**src/rtl/custom_logic_pipe_unit_pkg.sv**
```systemverilog
// Shared definitions for the custom-logic execute pipe: default widths,
// funct3 opcode encoding and the per-stage record layout.
package custom_logic_pipe_unit_pkg;

  localparam int DATA_W_DEF    = 32;
  localparam int STAGES_DEF    = 3;
  localparam int SPECTAG_W_DEF = 5;
  localparam int RRF_W_DEF     = 6;

  // funct7 bit that inverts the final result.
  localparam int FUNCT7_INV_BIT = 5;

  typedef enum logic [2:0] {
    OP_MIN  = 3'd0,  // signed min
    OP_MAX  = 3'd1,  // signed max
    OP_POPC = 3'd2,  // population count
    OP_CLZ  = 3'd3,  // count leading zeros
    OP_BREV = 3'd4,  // byte reverse
    OP_ROTR = 3'd5,  // rotate right
    OP_ANDN = 3'd6,  // A & ~B
    OP_MAXU = 3'd7   // unsigned max
  } op_e;

  // Stage record at the default widths; the top re-declares the same layout
  // at its own parameter widths.
  typedef struct packed {
    logic                     valid;
    logic                     specbit;
    logic [SPECTAG_W_DEF-1:0] spectag;
    logic [RRF_W_DEF-1:0]     rrftag;
    logic                     dstval;
    logic [DATA_W_DEF-1:0]    data;
  } stage_t;

endpackage

```
**src/rtl/custom_logic_alu.sv**
```systemverilog
// Combinational evaluator for the custom-logic ops: selects one of eight
// bit-manipulation results by funct3 and optionally inverts it.
module custom_logic_alu
  import custom_logic_pipe_unit_pkg::*;
#(
  parameter int DATA_W = DATA_W_DEF
) (
  input  logic [DATA_W-1:0] a,
  input  logic [DATA_W-1:0] b,
  input  logic [2:0]        funct3,
  input  logic              invert,
  output logic [DATA_W-1:0] data
);

  localparam int SH_W = $clog2(DATA_W);

  op_e                 op;
  logic [DATA_W-1:0]   popc;
  logic [DATA_W-1:0]   clz;
  logic                found;
  logic [DATA_W-1:0]   brev;
  logic [2*DATA_W-1:0] rot;
  logic [DATA_W-1:0]   res;

  assign op = op_e'(funct3);

  // Evaluate all candidate results, then pick one by opcode.
  always_comb begin
    // NOTE: every variable gets a default before any branch so no latch is inferred.
    popc  = '0;
    clz   = '0;
    found = 1'b0;
    brev  = '0;
    res   = '0;

    for (int i = 0; i < DATA_W; i++) begin
      popc = popc + DATA_W'(a[i]);
    end

    // Counts down from the MSB until the first one; all-zero gives DATA_W.
    for (int i = DATA_W - 1; i >= 0; i--) begin
      if (!found) begin
        if (a[i]) found = 1'b1;
        else      clz   = clz + DATA_W'(1);
      end
    end

    for (int i = 0; i < DATA_W / 8; i++) begin
      brev[8*i +: 8] = a[DATA_W-8-8*i +: 8];
    end

    // Shifting a doubled copy right leaves the rotation in the low half.
    rot = {a, a} >> b[SH_W-1:0];

    case (op)
      OP_MIN:  res = ($signed(a) < $signed(b)) ? a : b;
      OP_MAX:  res = ($signed(a) < $signed(b)) ? b : a;
      OP_POPC: res = popc;
      OP_CLZ:  res = clz;
      OP_BREV: res = brev;
      OP_ROTR: res = rot[DATA_W-1:0];
      OP_ANDN: res = a & ~b;
      OP_MAXU: res = (a < b) ? b : a;
      default: res = '0;
    endcase

    data = invert ? ~res : res;
  end

endmodule

```
**src/rtl/custom_logic_pipe_unit.sv**
```systemverilog
// Pipelined custom-instruction unit for the custom-logic execute slot.
// The op is evaluated at entry and carried through STAGES registers while
// branch speculation kills or retires tag bits in every stage.
// Optional feature macro: CUSTOM_LOGIC_STALL_EN adds result_ready
// back-pressure; without it the pipe always advances and busy is 0.
module custom_logic_pipe_unit
  import custom_logic_pipe_unit_pkg::*;
#(
  parameter int DATA_W    = DATA_W_DEF,
  parameter int STAGES    = STAGES_DEF,
  parameter int SPECTAG_W = SPECTAG_W_DEF,
  parameter int RRF_W     = RRF_W_DEF
) (
  input  logic                 clk,
  input  logic                 reset,
  input  logic                 issue,
  input  logic [DATA_W-1:0]    ex_src1,
  input  logic [DATA_W-1:0]    ex_src2,
  input  logic [DATA_W-1:0]    imm,
  input  logic                 src_b_sel,
  input  logic [2:0]           funct3,
  input  logic [6:0]           funct7,
  input  logic [RRF_W-1:0]     rrftag,
  input  logic                 dstval,
  input  logic [SPECTAG_W-1:0] spectag,
  input  logic                 specbit,
  input  logic                 prmiss,
  input  logic [SPECTAG_W-1:0] prmiss_mask,
  input  logic                 prsuccess,
  input  logic [SPECTAG_W-1:0] prsuccess_tag,
`ifdef CUSTOM_LOGIC_STALL_EN
  input  logic                 result_ready,
`endif
  output logic                 busy,
  output logic                 result_valid,
  output logic [DATA_W-1:0]    result,
  output logic [RRF_W-1:0]     result_rrftag,
  output logic                 result_dstval
);

  typedef struct packed {
    logic                 valid;
    logic                 specbit;
    logic [SPECTAG_W-1:0] spectag;
    logic [RRF_W-1:0]     rrftag;
    logic                 dstval;
    logic [DATA_W-1:0]    data;
  } stage_rec_t;

  stage_rec_t        stg [1:STAGES];
  stage_rec_t        entry;
  logic [DATA_W-1:0] alu_data;
  logic              advance;
  logic              unused_funct7;

  // Only the invert bit of funct7 has meaning here.
  assign unused_funct7 = ^{funct7[6], funct7[4:0]};

  custom_logic_alu #(.DATA_W(DATA_W)) u_alu (
    .a      (ex_src1),
    .b      (src_b_sel ? imm : ex_src2),
    .funct3 (funct3),
    .invert (funct7[FUNCT7_INV_BIT]),
    .data   (alu_data)
  );

  // Kill is judged on the incoming tags before any retirement clears them.
  function automatic stage_rec_t resolve(input stage_rec_t s);
    stage_rec_t r;
    r = s;
    if (prmiss && s.specbit && |(s.spectag & prmiss_mask)) r.valid = 1'b0;
    if (prsuccess) begin
      r.spectag = s.spectag & ~prsuccess_tag;
      if (r.spectag == '0) r.specbit = 1'b0;
    end
    return r;
  endfunction

`ifdef CUSTOM_LOGIC_STALL_EN
  assign advance = !stg[STAGES].valid || result_ready;
`else
  assign advance = 1'b1;
`endif
  assign busy = !advance;

  // Assemble the record for the op entering stage 1.
  always_comb begin
    entry.valid   = issue && !busy;
    entry.specbit = specbit;
    entry.spectag = spectag;
    entry.rrftag  = rrftag;
    entry.dstval  = dstval;
    entry.data    = alu_data;
  end

  // Shift the pipe forward, or hold it while still applying kill/retire.
  always_ff @(posedge clk) begin
    // NOTE: all stage records are cleared so the outputs read zero after reset.
    if (reset) begin
      for (int i = 1; i <= STAGES; i++) stg[i] <= '0;
    end else if (advance) begin
      // NOTE: non-blocking updates let each stage read its predecessor's old value.
      stg[1] <= resolve(entry);
      for (int i = 2; i <= STAGES; i++) stg[i] <= resolve(stg[i-1]);
    end else begin
      for (int i = 1; i <= STAGES; i++) stg[i] <= resolve(stg[i]);
    end
  end

  assign result_valid  = stg[STAGES].valid;
  assign result        = stg[STAGES].data;
  assign result_rrftag = stg[STAGES].rrftag;
  assign result_dstval = stg[STAGES].dstval;

endmodule

```
**config.mk**
```make
export PLATFORM = sky130hd
export DESIGN_NAME = custom_logic_pipe_unit
export DESIGN_NICKNAME = d
export VERILOG_FILES = /design/src/rtl/custom_logic_pipe_unit_pkg.sv /design/src/rtl/custom_logic_alu.sv /design/src/rtl/custom_logic_pipe_unit.sv
export SDC_FILE = /design/constraint.sdc
export NUM_CORES = 1
export LEC_CHECK = 0
export ABC_AREA = 1
export CAP_MARGIN = 40
export CORE_MARGIN = 2
export CORE_UTILIZATION = 35
export CTS_CLUSTER_SIZE = 20
export DETAILED_ROUTE_END_ITERATION = 10
export GPL_TIMING_DRIVEN = 0
export SYNTH_ARGS = -nofsm -noshare
export SYNTH_HDL_FRONTEND = slang
export SYNTH_SLANG_ARGS = --single-unit
```
**constraint.sdc**
```tcl
create_clock -name clk -period 32.4 [get_ports clk]
set_input_delay 4.86 -clock clk [delete_from_list [all_inputs] [get_ports clk]]
set_output_delay 4.86 -clock clk [all_outputs]
set_load 0.05 [all_outputs]
```
==> flow_metrics.tcl <==
set metrics [dict create \
    synth_top_cell_area_share 0.1749 \
    vias 16870 \
    endpoint_kind "flop" \
    ctsLongestPathBuffers 2 \
    cpMostUsedCell "ha_1" \
    root_buffer "clkbuf_16" \
    fmax_mhz 41.50 \
    power_per_cell_area_mw_per_mm2 38.15 \
    die_h_um 211.8 \
    initial_core_util 0.3524 \
    cts_sinks 132 \
    viasPerCell 5.149 \
    port_buffers 165 \
    fin_setup_tns_ps 0 \
    fp-row-count 76 \
    final_layout_size_suffix_gt1_frac 0.08915 \
    drt-initial-drc-count 1416 \
    ios 176 \
    synth_edf_count 0 \
    grt_first_pass_wirelength_um 91000 \
    fin_crit_sh 0.7438 \
    worst_slack_ps 8301 \
    arrival_ps 24430 \
    drcViolationCount 0 \
    ctsHtreeMaxLevel 4 \
    critPathSlowestCell "clkdlybuf4s50_1" \
    ir_drop_mv 0.02870 \
    slowest_delay_ps 810 \
    insertion_delay_ps 410 \
    die_x_um 211.8 \
    p_leak_nw 8.529 \
    yosys.area.top_type "dfxtp_1" \
    seq_area_frac_synth 0.1749 \
    slew_headroom 0.3727 \
    cap_violations 0 \
    whs_path_depth 2 \
    syn_nets 2718 \
    synth.distinct_cells 67 \
    min_period_ps 24100 \
    cp_max_fo 7 \
    rsz0062_at_grt "no" \
    synth_area_leaders "dfxtp_1 17%, nand2_1 15%, inv_1 9.4%, nand3_1 6.0%, o21ai_0 5.9%" \
    netlist_area_sq_mm 0.01511 \
    finalSetupViolations 0 \
    clk_pin_slew_ps 60 \
    num-nets-final 2907 \
    ctsResizeCount 0 \
    crit_family "adder cells" \
    worst-path-stages 112 \
    reg2reg_depth 5 \
    hold_violations 0 \
    postCtsHoldBufs 0 \
    grtUsageTotal 0.2662 \
    dr.pass1.iters 5 \
    post_synth_inst_count 2490 \
    wl_um 60530 \
    cts_buffers 17 \
    fill_cells 4604 \
    worstMarginPinSlew_ps 937.5 \
    syn_avg_cell_area_sq_um 6.069 \
    postCtsSetupBuffers 0 \
    antenna_found_initial 0 \
    slew_violations 0 \
    antenna_left 0 \
    multi_input_comb_area_sq_mm 0.01019 \
    routabilityCongestion 1.032 \
    dieArea_sq_mm 0.04486 \
    syn2layout_area_growth_pct 20.00 \
    pre_cts_slack_ps 8144 \
    cp.required_ps 32730 \
    skew_ps 8.688 \
    diodes 0 \
    synth-async-reset-ratio 0 \
    largest_reg_flops 132 \
    hold_class "flop to flop" \
    avgRoutedWirePerCell_um 18.47 \
    cts_tree "done" \
    core_sq_mm 0.04289 \
    ys_seq_elements 132 \
    finalHoldWorstSlack_ps 394.8 \
    criticalPathCategory "input port to flop" \
    grt_max_degree 17 \
    critPathBufInv 25 \
    place_hpwl_um 50460 \
    synth_ff_type "dfxtp_1" \
    finalPower_w 0.0006919 \
    grt-ovfl-total 0 \
    seq_area_sq_mm 0.002643 \
    start_kind "input port" \
    top_regs "stg: 132 flops" \
    status "complete, no violations" \
    grt_pass1_vias 15690 \
    top_register "stg" \
    yosysWarnings 0 \
]
==> metrics by stage <==
| step | cells | utilization | cell area [sq um] |
|---|---|---|---|
| 6_report | 3277 | 0.4229 | 18130 |
| 5_1_grt | 3277 | 0.4229 | 18130 |
| 4_1_cts | 3277 | 0.4229 | 18130 |
| 3_5_place_dp | 3245 | 0.4091 | 17550 |
| 3_3_place_gp | 3240 | 0.4080 | 17500 |
| 2_1_floorplan | 2490 | - | 15110 |
==> power by group <==
part	leakage, nW	switching, W	internal, W	total, W
Sequential	1.09	0.00000299	0.000174	0.000177
Clock	0.292	0.0000778	0.000109	0.000187
Combinational	7.15	0.000210	0.000117	0.000327
Total	8.53	0.000291	0.000401	0.000692
==> area by class of cell <==
class / instances / area share
Inverter: 412 / 0.08686
Buffer: 138 / 0.03871
Clock inverter: 15 / 0.009038
Clock buffer: 17 / 0.02346
Sequential cell: 132 / 0.1457
Timing Repair Buffer: 170 / 0.09383
Multi-Input combinational cell: 1808 / 0.5620
Tap cell: 585 / 0.04036
==> placed cells by master, fill, tap and decap left out, types with 24 or more instances in the layout <==
cell type,count
buf_4,40
clkbuf_1,85
a21oi_1,84
o21ai_0,177
nand2_2,36
mux2i_1,32
nand3_1,182
nand4_1,32
o211ai_1,63
nor3_1,33
nand2_1,615
o21a_1,25
ha_1,69
fa_1,24
nor2_1,235
clkdlybuf4s50_1,165
inv_1,377
dfxtp_1,132
==> synthesized netlist by cell type (all sizes together), types with 11 or more instances <==
| cell | n |
|---|---|
| buf | 52 |
| o2111ai | 19 |
| fa | 24 |
| ha | 69 |
| a32oi | 15 |
| o21ai | 192 |
| clkbuf | 85 |
| o21a | 25 |
| nor3 | 36 |
| dfxtp | 132 |
| nand3 | 205 |
| o211ai | 63 |
| a21oi | 84 |
| a31oi | 11 |
| nand4 | 34 |
| inv | 409 |
| mux2i | 32 |
| nor2 | 270 |
| or2 | 20 |
| nand2 | 653 |
==> cell families (layout without fill, tap and decap cells) <==
kind of cell,after synthesis,after routing,synth area share
other,1,1,0.0002481
AO/OA/AOI/OAI,451,451,0.1847
multiplexers,32,32,0.02120
AND/OR/NAND/NOR,1227,1227,0.3761
flip-flops,132,132,0.1749
buffers and inverters,550,752,0.1507
XOR/XNOR,4,4,0.003312
adder cells (fa/ha/maj),93,93,0.08892
==> worst register-to-register path: cells and delay by family, from the launching register on <==
kind | cells | cell delay (ps)
DFF | 1 | 290
buffers and inverters | 1 | 90
and+or+nand+nor | 1 | 90
AOI/OAI and AO/OA | 3 | 510
==> layer usage <==
layer  GRT usage  routed length (um)
met2      0.4417               27390
met5           0                   0
met4     0.09471                2251
met3     0.03976                3934
met1      0.3505               26950
==> worst paths after layout <==
check / startpoint / end / slack [ps]
setup / recovery: ex_src1[30] / stg[0][47]$_SDFF_PP0_ / 8300
hold / removal: stg[0][122]$_SDFF_PP0_ / stg[0][168]$_SDFF_PP0_ / 390
setup reg to reg: stg[0][89]$_SDFF_PP0_ / stg[0][137]$_SDFF_PP0_ / 31340
hold reg to reg: stg[0][122]$_SDFF_PP0_ / stg[0][168]$_SDFF_PP0_ / 390
Power figures use the tool's default switching activity.
